==> config.mk <==
export PLATFORM = sky130hd
export DESIGN_NAME = pc_sequencer
export DESIGN_NICKNAME = d
export VERILOG_FILES = /design/src/rtl/pc_seq_pkg.sv /design/src/rtl/pc_next_sel.sv /design/src/rtl/pc_sequencer.sv
export SDC_FILE = /design/constraint.sdc
export NUM_CORES = 1
export LEC_CHECK = 0
export ABC_CLOCK_PERIOD_IN_PS = 6800
export BUFFER_PORTS_ARGS = -buffer_cell sky130_fd_sc_hd__buf_2
export CAP_MARGIN = 20
export CORE_ASPECT_RATIO = 1.75
export CORE_MARGIN = 2
export CORE_UTILIZATION = 35
export CTS_CLUSTER_DIAMETER = 200
export DETAILED_ROUTE_END_ITERATION = 6
export GPL_TIMING_DRIVEN = 0
export MAX_ROUTING_LAYER = met4
export PLACE_DENSITY = 0.55
export SYNTH_ARGS = -nofsm -noshare
export SYNTH_HDL_FRONTEND = slang
export SYNTH_SLANG_ARGS = --single-unit
==> constraint.sdc <==
create_clock -name clock -period 6.8 [get_ports clock]
set_clock_uncertainty 0.1 [all_clocks]
set_input_delay 1.36 -clock clock [delete_from_list [all_inputs] [get_ports clock]]
set_output_delay 1.36 -clock clock [all_outputs]
set_load 0.01 [all_outputs]
==> src/rtl/pc_seq_pkg.sv <==
// rtl/pc_seq_pkg.sv - shared state and next-PC select encodings for pc_sequencer
package pc_seq_pkg;

    typedef enum logic [1:0] {
        ST_RUN   = 2'd0,
        ST_WAIT  = 2'd1,
        ST_HALT  = 2'd2,
        ST_FAULT = 2'd3
    } pc_state_t;

    typedef enum logic [1:0] {
        SEL_SEQ = 2'd0,
        SEL_BR  = 2'd1,
        SEL_JMP = 2'd2,
        SEL_JR  = 2'd3
    } pc_sel_t;

endpackage

==> src/rtl/pc_next_sel.sv <==
// rtl/pc_next_sel.sv - next-PC target mux and bound compare (PC_BOUND_CHECK_EN)
module pc_next_sel
    import pc_seq_pkg::*;
#(
    parameter int              PC_W       = 32,
    parameter longint unsigned IMEM_DEPTH = 64
) (
    input  logic [PC_W-1:0] pc,
    input  logic            branch,
    input  logic            zero,
    input  logic            jump,
    input  logic            jr,
    input  logic [PC_W-1:0] imm,
    input  logic [PC_W-1:0] reg_target,
`ifdef PC_BOUND_CHECK_EN
    output logic            out_of_bound,
`endif
    output logic [PC_W-1:0] next_pc
);

    logic [PC_W-1:0] w_pc_inc;
    pc_sel_t         w_sel;

    assign w_pc_inc = pc + PC_W'(1);

    // Priority select: taken branch, then jr, then absolute jump, else sequential
    always_comb begin
        w_sel = SEL_SEQ;
        if (branch && zero)
            w_sel = SEL_BR;
        else if (jump && jr)
            w_sel = SEL_JR;
        else if (jump)
            w_sel = SEL_JMP;
    end

    // Target mux; sums wrap modulo 2**PC_W
    always_comb begin
        next_pc = w_pc_inc;
        case (w_sel)
            SEL_BR:  next_pc = w_pc_inc + imm;
            SEL_JR:  next_pc = reg_target;
            SEL_JMP: next_pc = imm;
            default: next_pc = w_pc_inc;
        endcase
    end

`ifdef PC_BOUND_CHECK_EN
    // Compare one bit wider so IMEM_DEPTH == 2**PC_W never flags
    localparam logic [PC_W:0] DEPTH_EXT = (PC_W+1)'(IMEM_DEPTH);
    assign out_of_bound = ({1'b0, next_pc} >= DEPTH_EXT);
`endif

endmodule

==> src/rtl/pc_sequencer.sv <==
// rtl/pc_sequencer.sv - program counter, stall/halt FSM and retire counter; optional PC_BOUND_CHECK_EN
module pc_sequencer
    import pc_seq_pkg::*;
#(
    parameter int              PC_W       = 32,
    parameter longint unsigned IMEM_DEPTH = 64,
    parameter int              CNT_W      = 32,
    parameter logic [PC_W-1:0] RESET_PC   = '0
) (
    input  logic              clock,
    input  logic              reset,
    input  logic              branch,
    input  logic              zero,
    input  logic              jump,
    input  logic              jr,
    input  logic              hlt,
    input  logic              io_wait,
    input  logic              confirm,
    input  logic [PC_W-1:0]   imm,
    input  logic [PC_W-1:0]   reg_target,
    output logic [PC_W-1:0]   pc,
    output logic [PC_W-1:0]   pc_plus_one,
    output logic              retire,
    output logic              halted,
    output logic              fault,
    output logic [CNT_W-1:0]  instret
);

    pc_state_t        r_state;
    pc_state_t        w_next_state;
    logic             r_conf_q;
    logic [PC_W-1:0]  r_pc;
    logic [CNT_W-1:0] r_instret;
    logic [PC_W-1:0]  w_next_pc;
    logic             w_rise;
    logic             w_advance;
    logic             w_load;
    logic             w_retire;
`ifdef PC_BOUND_CHECK_EN
    logic             w_oob;
`endif

    pc_next_sel #(
        .PC_W       (PC_W),
        .IMEM_DEPTH (IMEM_DEPTH)
    ) u_next_sel (
        .pc           (r_pc),
        .branch       (branch),
        .zero         (zero),
        .jump         (jump),
        .jr           (jr),
        .imm          (imm),
        .reg_target   (reg_target),
`ifdef PC_BOUND_CHECK_EN
        .out_of_bound (w_oob),
`endif
        .next_pc      (w_next_pc)
    );

    assign w_rise = confirm & ~r_conf_q;

    // Next state, PC load enable and retire; HALT/FAULT ignore all inputs
    always_comb begin
        w_next_state = r_state;
        w_advance    = 1'b0;
        w_load       = 1'b0;
        w_retire     = 1'b0;
        case (r_state)
            ST_RUN: begin
                if (hlt) begin
                    w_next_state = ST_HALT;
                    w_retire     = 1'b1;
                end else if (io_wait && !w_rise) begin
                    w_next_state = ST_WAIT;
                end else begin
                    w_advance = 1'b1;
                end
            end
            ST_WAIT: begin
                if (w_rise)
                    w_advance = 1'b1;
            end
            default: begin
                w_next_state = r_state;
            end
        endcase
        if (w_advance) begin
`ifdef PC_BOUND_CHECK_EN
            if (w_oob) begin
                w_next_state = ST_FAULT;
            end else begin
                w_next_state = ST_RUN;
                w_load       = 1'b1;
                w_retire     = 1'b1;
            end
`else
            w_next_state = ST_RUN;
            w_load       = 1'b1;
            w_retire     = 1'b1;
`endif
        end
    end

    // State, confirm history, PC and retired count; reset overrides everything
    always_ff @(posedge clock) begin
        if (reset) begin
            r_state   <= ST_RUN;
            r_conf_q  <= 1'b0;
            r_pc      <= RESET_PC;
            r_instret <= '0;
        end else begin
            r_state   <= w_next_state;
            r_conf_q  <= confirm;
            if (w_load)
                r_pc <= w_next_pc;
            r_instret <= r_instret + CNT_W'(w_retire);
        end
    end

    assign pc          = r_pc;
    assign pc_plus_one = r_pc + PC_W'(1);
    assign retire      = w_retire;
    assign halted      = (r_state == ST_HALT);
    assign instret     = r_instret;
`ifdef PC_BOUND_CHECK_EN
    assign fault       = (r_state == ST_FAULT);
`else
    assign fault       = 1'b0;
`endif

endmodule

==> flow_metrics.py <==
metrics = {
    "detailed_routing": {
        "routedWlPerCell_um": 19.7,
        "first_pass_iters": 7,
        "ant_nets": 0,
        "viasPerCell": 5.59,
        "drt_iter0_drc": 380,
        "drc_errors": 0,
        "vias": 6703,
        "routed_wl_mm": 23.7,
    },
    "clock_tree": {
        "cts_tree": "done",
        "clock_tree.root_cell": "clkbuf_16",
        "clk_path_buf_depth": 2,
        "path_clk_slew_ns": 0.07,
        "postCtsHoldBufs": 0,
        "postCtsResizedCells": 0,
        "post-cts-setup-buffer-count": 0,
        "cts.sinks": 67,
        "cts_buffers": 9,
        "htreeDepth": 3,
        "clock_latency_ns": 0.34,
    },
    "logic_synthesis": {
        "synth_top_area_share_pct": 22.6,
        "synth_seq_cells": 67,
        "yosysMostFrequentCell": "nor2_1",
        "synth_fa_ha_area_share_pct": 8.36,
        "avgSynthCellArea_um2": 7.52,
        "synth_commonest_cells": "93 x nor2_1, 69 x nand2_1, 67 x dfxtp_1",
        "yosys.area.top_type": "dfxtp_1",
        "synth-async-reset-ratio_pct": 0,
        "synth.mux.area_fraction_pct": 5.95,
        "synthesis.area_um2": 5930,
        "synth_cells": 788,
        "synth_top_family_by_area": "simple AND/OR/NAND/NOR gates",
        "ys.warnings.count": 0,
        "synth_flop_cell": "dfxtp_1",
        "synth.top_cells.by_area": "dfxtp_1 23%, ha_1 8.0%, nor2_1 5.9%, xor2_1 5.6%, mux2i_1 5.6%",
        "ys_seq_area_share_pct": 22.6,
        "synth_edf_count": 0,
        "synth-simple-area-share_pct": 25.2,
        "synth_cell_types": 64,
        "synth_compound_area_share_pct": 22.9,
        "synth_xor_area_share_pct": 10.9,
        "syn-num-nets": 900,
    },
    "placement": {
        "dp_hpwl_mm": 18.7,
        "io_buffers": 168,
        "place.gp.congestion": 0.954,
    },
    "power": {
        "irDropWorstVdd_mv": 0.113,
        "p_leak_nw": 3.42,
        "p_total_mw": 1.48,
        "p_per_area_nw_per_um2": 200,
    },
    "setup_path": {
        "critPathLaunchType": "flip-flop",
        "path_cells": "ha_1, and3_1, nand3_1, or3_1, nor2_1, xor2_1, ha_1, clkbuf_1, and3_1, nand3_1, a21o_1, a2111oi_0, mux2_2, a211oi_2",
        "slowest_delay_ns": 0.80,
        "required_ns": 6.97,
        "worst_ep_arrival_time_ns": 4.95,
        "crit_type": "flip-flop to flip-flop",
        "cp-end-kind": "flip-flop",
        "cp_max_fo": 9,
        "crit_slowest_cell": "a2111oi_0",
    },
    "die": {
        "die_w_um": 102,
        "dieHeight_um": 176,
        "die_area_um2": 18000,
        "core_area_um2": 16800,
        "start_util_pct": 35.3,
        "io_pins": 172,
        "rows": 63,
    },
    "timing": {
        "holdWs_ns": 0.403,
        "report.final.slew_viol_count": 0,
        "setup_violations": 0,
        "hold_violations": 0,
        "tns_ns": 0,
        "slew-limit-headroom_pct": 27.2,
        "rsz0062_at_grt": "no",
        "worst_slew_pin_slew_ns": 1.09,
        "fmax_mhz": 209,
        "period_minus_slack_ns": 4.78,
        "post-route-period-util_pct": 70.2,
    },
    "global_routing": {
        "grt_pass1_vias": 6647,
        "met2_usage_pct": 49.6,
        "busiest_layer": "met2",
        "use_met3_pct": 3.13,
        "grt_pass1_wl_mm": 35.9,
        "track_usage_pct": 26.9,
        "use_met1_pct": 28.1,
        "grt_max_degree": 14,
        "antenna_found_initial": 0,
        "grt-ovfl-total": 0,
    },
    "finish": {
        "nets": 1080,
        "area_growth_syn_to_layout_pct": 24.7,
        "drive_gt1_share_pct": 21.2,
        "antenna_cells": 0,
    },
    "run_status": {
        "outcome": "finished, final reports clean",
    },
    "flow_run": {
        "maxCapViolations": 0,
    },
    "worst_hold_path": {
        "hold_class": "flip-flop to flip-flop",
    },
}
==> power breakdown <==
part | switching [mW] | leakage [nW] | internal, mW
Clock | 0.195 | 0.160 | 0.324
Sequential | 0.0332 | 0.547 | 0.416
Combinational | 0.311 | 2.71 | 0.199
==> registers in the layout, summed over array words and instances (netlist names) <==
name,flops
instret,32
pc,32
r_state,2
r_conf_q,1
==> metrics by stage <==
stage	utilization [%]	instances	setup WS [ns]	cell area, um2
after floorplan	-	788	3.02	5930
after global placement	42.0	1183	2.10	7050
after detailed placement	42.1	1184	2.17	7070
after CTS	44.0	1200	2.13	7390
after global routing	44.0	1200	1.94	7390
final	44.0	1200	2.02	7390
==> logic make-up (layout without fill, tap and decap cells) <==
kind of cell	after synthesis	after routing
AOI/OAI and AO/OA	209	209
DFF	67	67
and+or+nand+nor	304	304
buffers and inverters	60	245
xor gates and xnor gates	73	73
other	1	1
muxes	35	35
adders and majority gates	39	39
==> layout by cell type, fill, tap and decap left out, types with 3 or more instances in the layout <==
| cell | n |
|---|---|
| a31oi_1 | 9 |
| a221oi_1 | 6 |
| ha_1 | 38 |
| o211ai_1 | 16 |
| a21boi_0 | 7 |
| nand2_1 | 69 |
| and4_1 | 5 |
| nor2b_1 | 9 |
| clkbuf_16 | 9 |
| buf_2 | 170 |
| mux2i_1 | 33 |
| and3_1 | 18 |
| nor4_1 | 5 |
| dfxtp_1 | 67 |
| nand4_1 | 13 |
| xor2_1 | 38 |
| nor3_1 | 18 |
| o21ai_0 | 43 |
| inv_1 | 20 |
| clkbuf_1 | 32 |
| a21o_1 | 19 |
| o21bai_1 | 6 |
| a21oi_1 | 55 |
| nand3b_1 | 3 |
| a211oi_1 | 17 |
| nand2b_1 | 5 |
| and2_1 | 7 |
| buf_1 | 4 |
| xnor2_1 | 34 |
| nand3_1 | 35 |
| or3_1 | 12 |
| nor2_1 | 93 |
| clkinv_4 | 3 |
| a311oi_1 | 9 |
==> critical path: cells and delay by family, from the launching register on <==
| kind | cells | cell delay [ns] |
|---|---|---|
| AND/OR/NAND/NOR | 6 | 1.53 |
| flip-flops | 1 | 0.42 |
| AO/OA/AOI/OAI | 3 | 1.27 |
| buffers and inverters | 1 | 0.33 |
| adder cells (fa/ha/maj) | 2 | 0.37 |
| XOR/XNOR | 1 | 0.26 |
| multiplexers | 1 | 0.43 |
==> path summary, 6_finish.rpt <==
check / cells past startpoint / slack (ns) / start / to
max: 14 / 2.02 / pc[0]$_SDFFE_PP0P_ / pc[29]$_SDFFE_PP0P_
min: 2 / 0.40 / instret[28]$_SDFF_PP0_ / instret[28]$_SDFF_PP0_
max reg2reg: 14 / 2.02 / pc[0]$_SDFFE_PP0P_ / pc[29]$_SDFFE_PP0P_
min reg2reg: 2 / 0.40 / instret[28]$_SDFF_PP0_ / instret[28]$_SDFF_PP0_
==> layer usage <==
metal  up-vias  wire, um  share of wire (%)
met3        52      1180                5.0
met1      3176      8710                 37
li1       3225         -                  -
met4         0       833                3.5
met2       250     13000                 55
met5         -         0                  0
==> area by class of cell <==
class / count / area (um2)
inverter: 20 / 75.1
clock inverter: 7 / 100
timing repair buffer: 169 / 856
tap: 227 / 284
sequential: 67 / 1340
multi-input combinational: 661 / 4350
fill: 1831 / 9400
buffer: 40 / 160
clock buffer: 9 / 225
No activity file was read; power rests on OpenSTA's default activity.
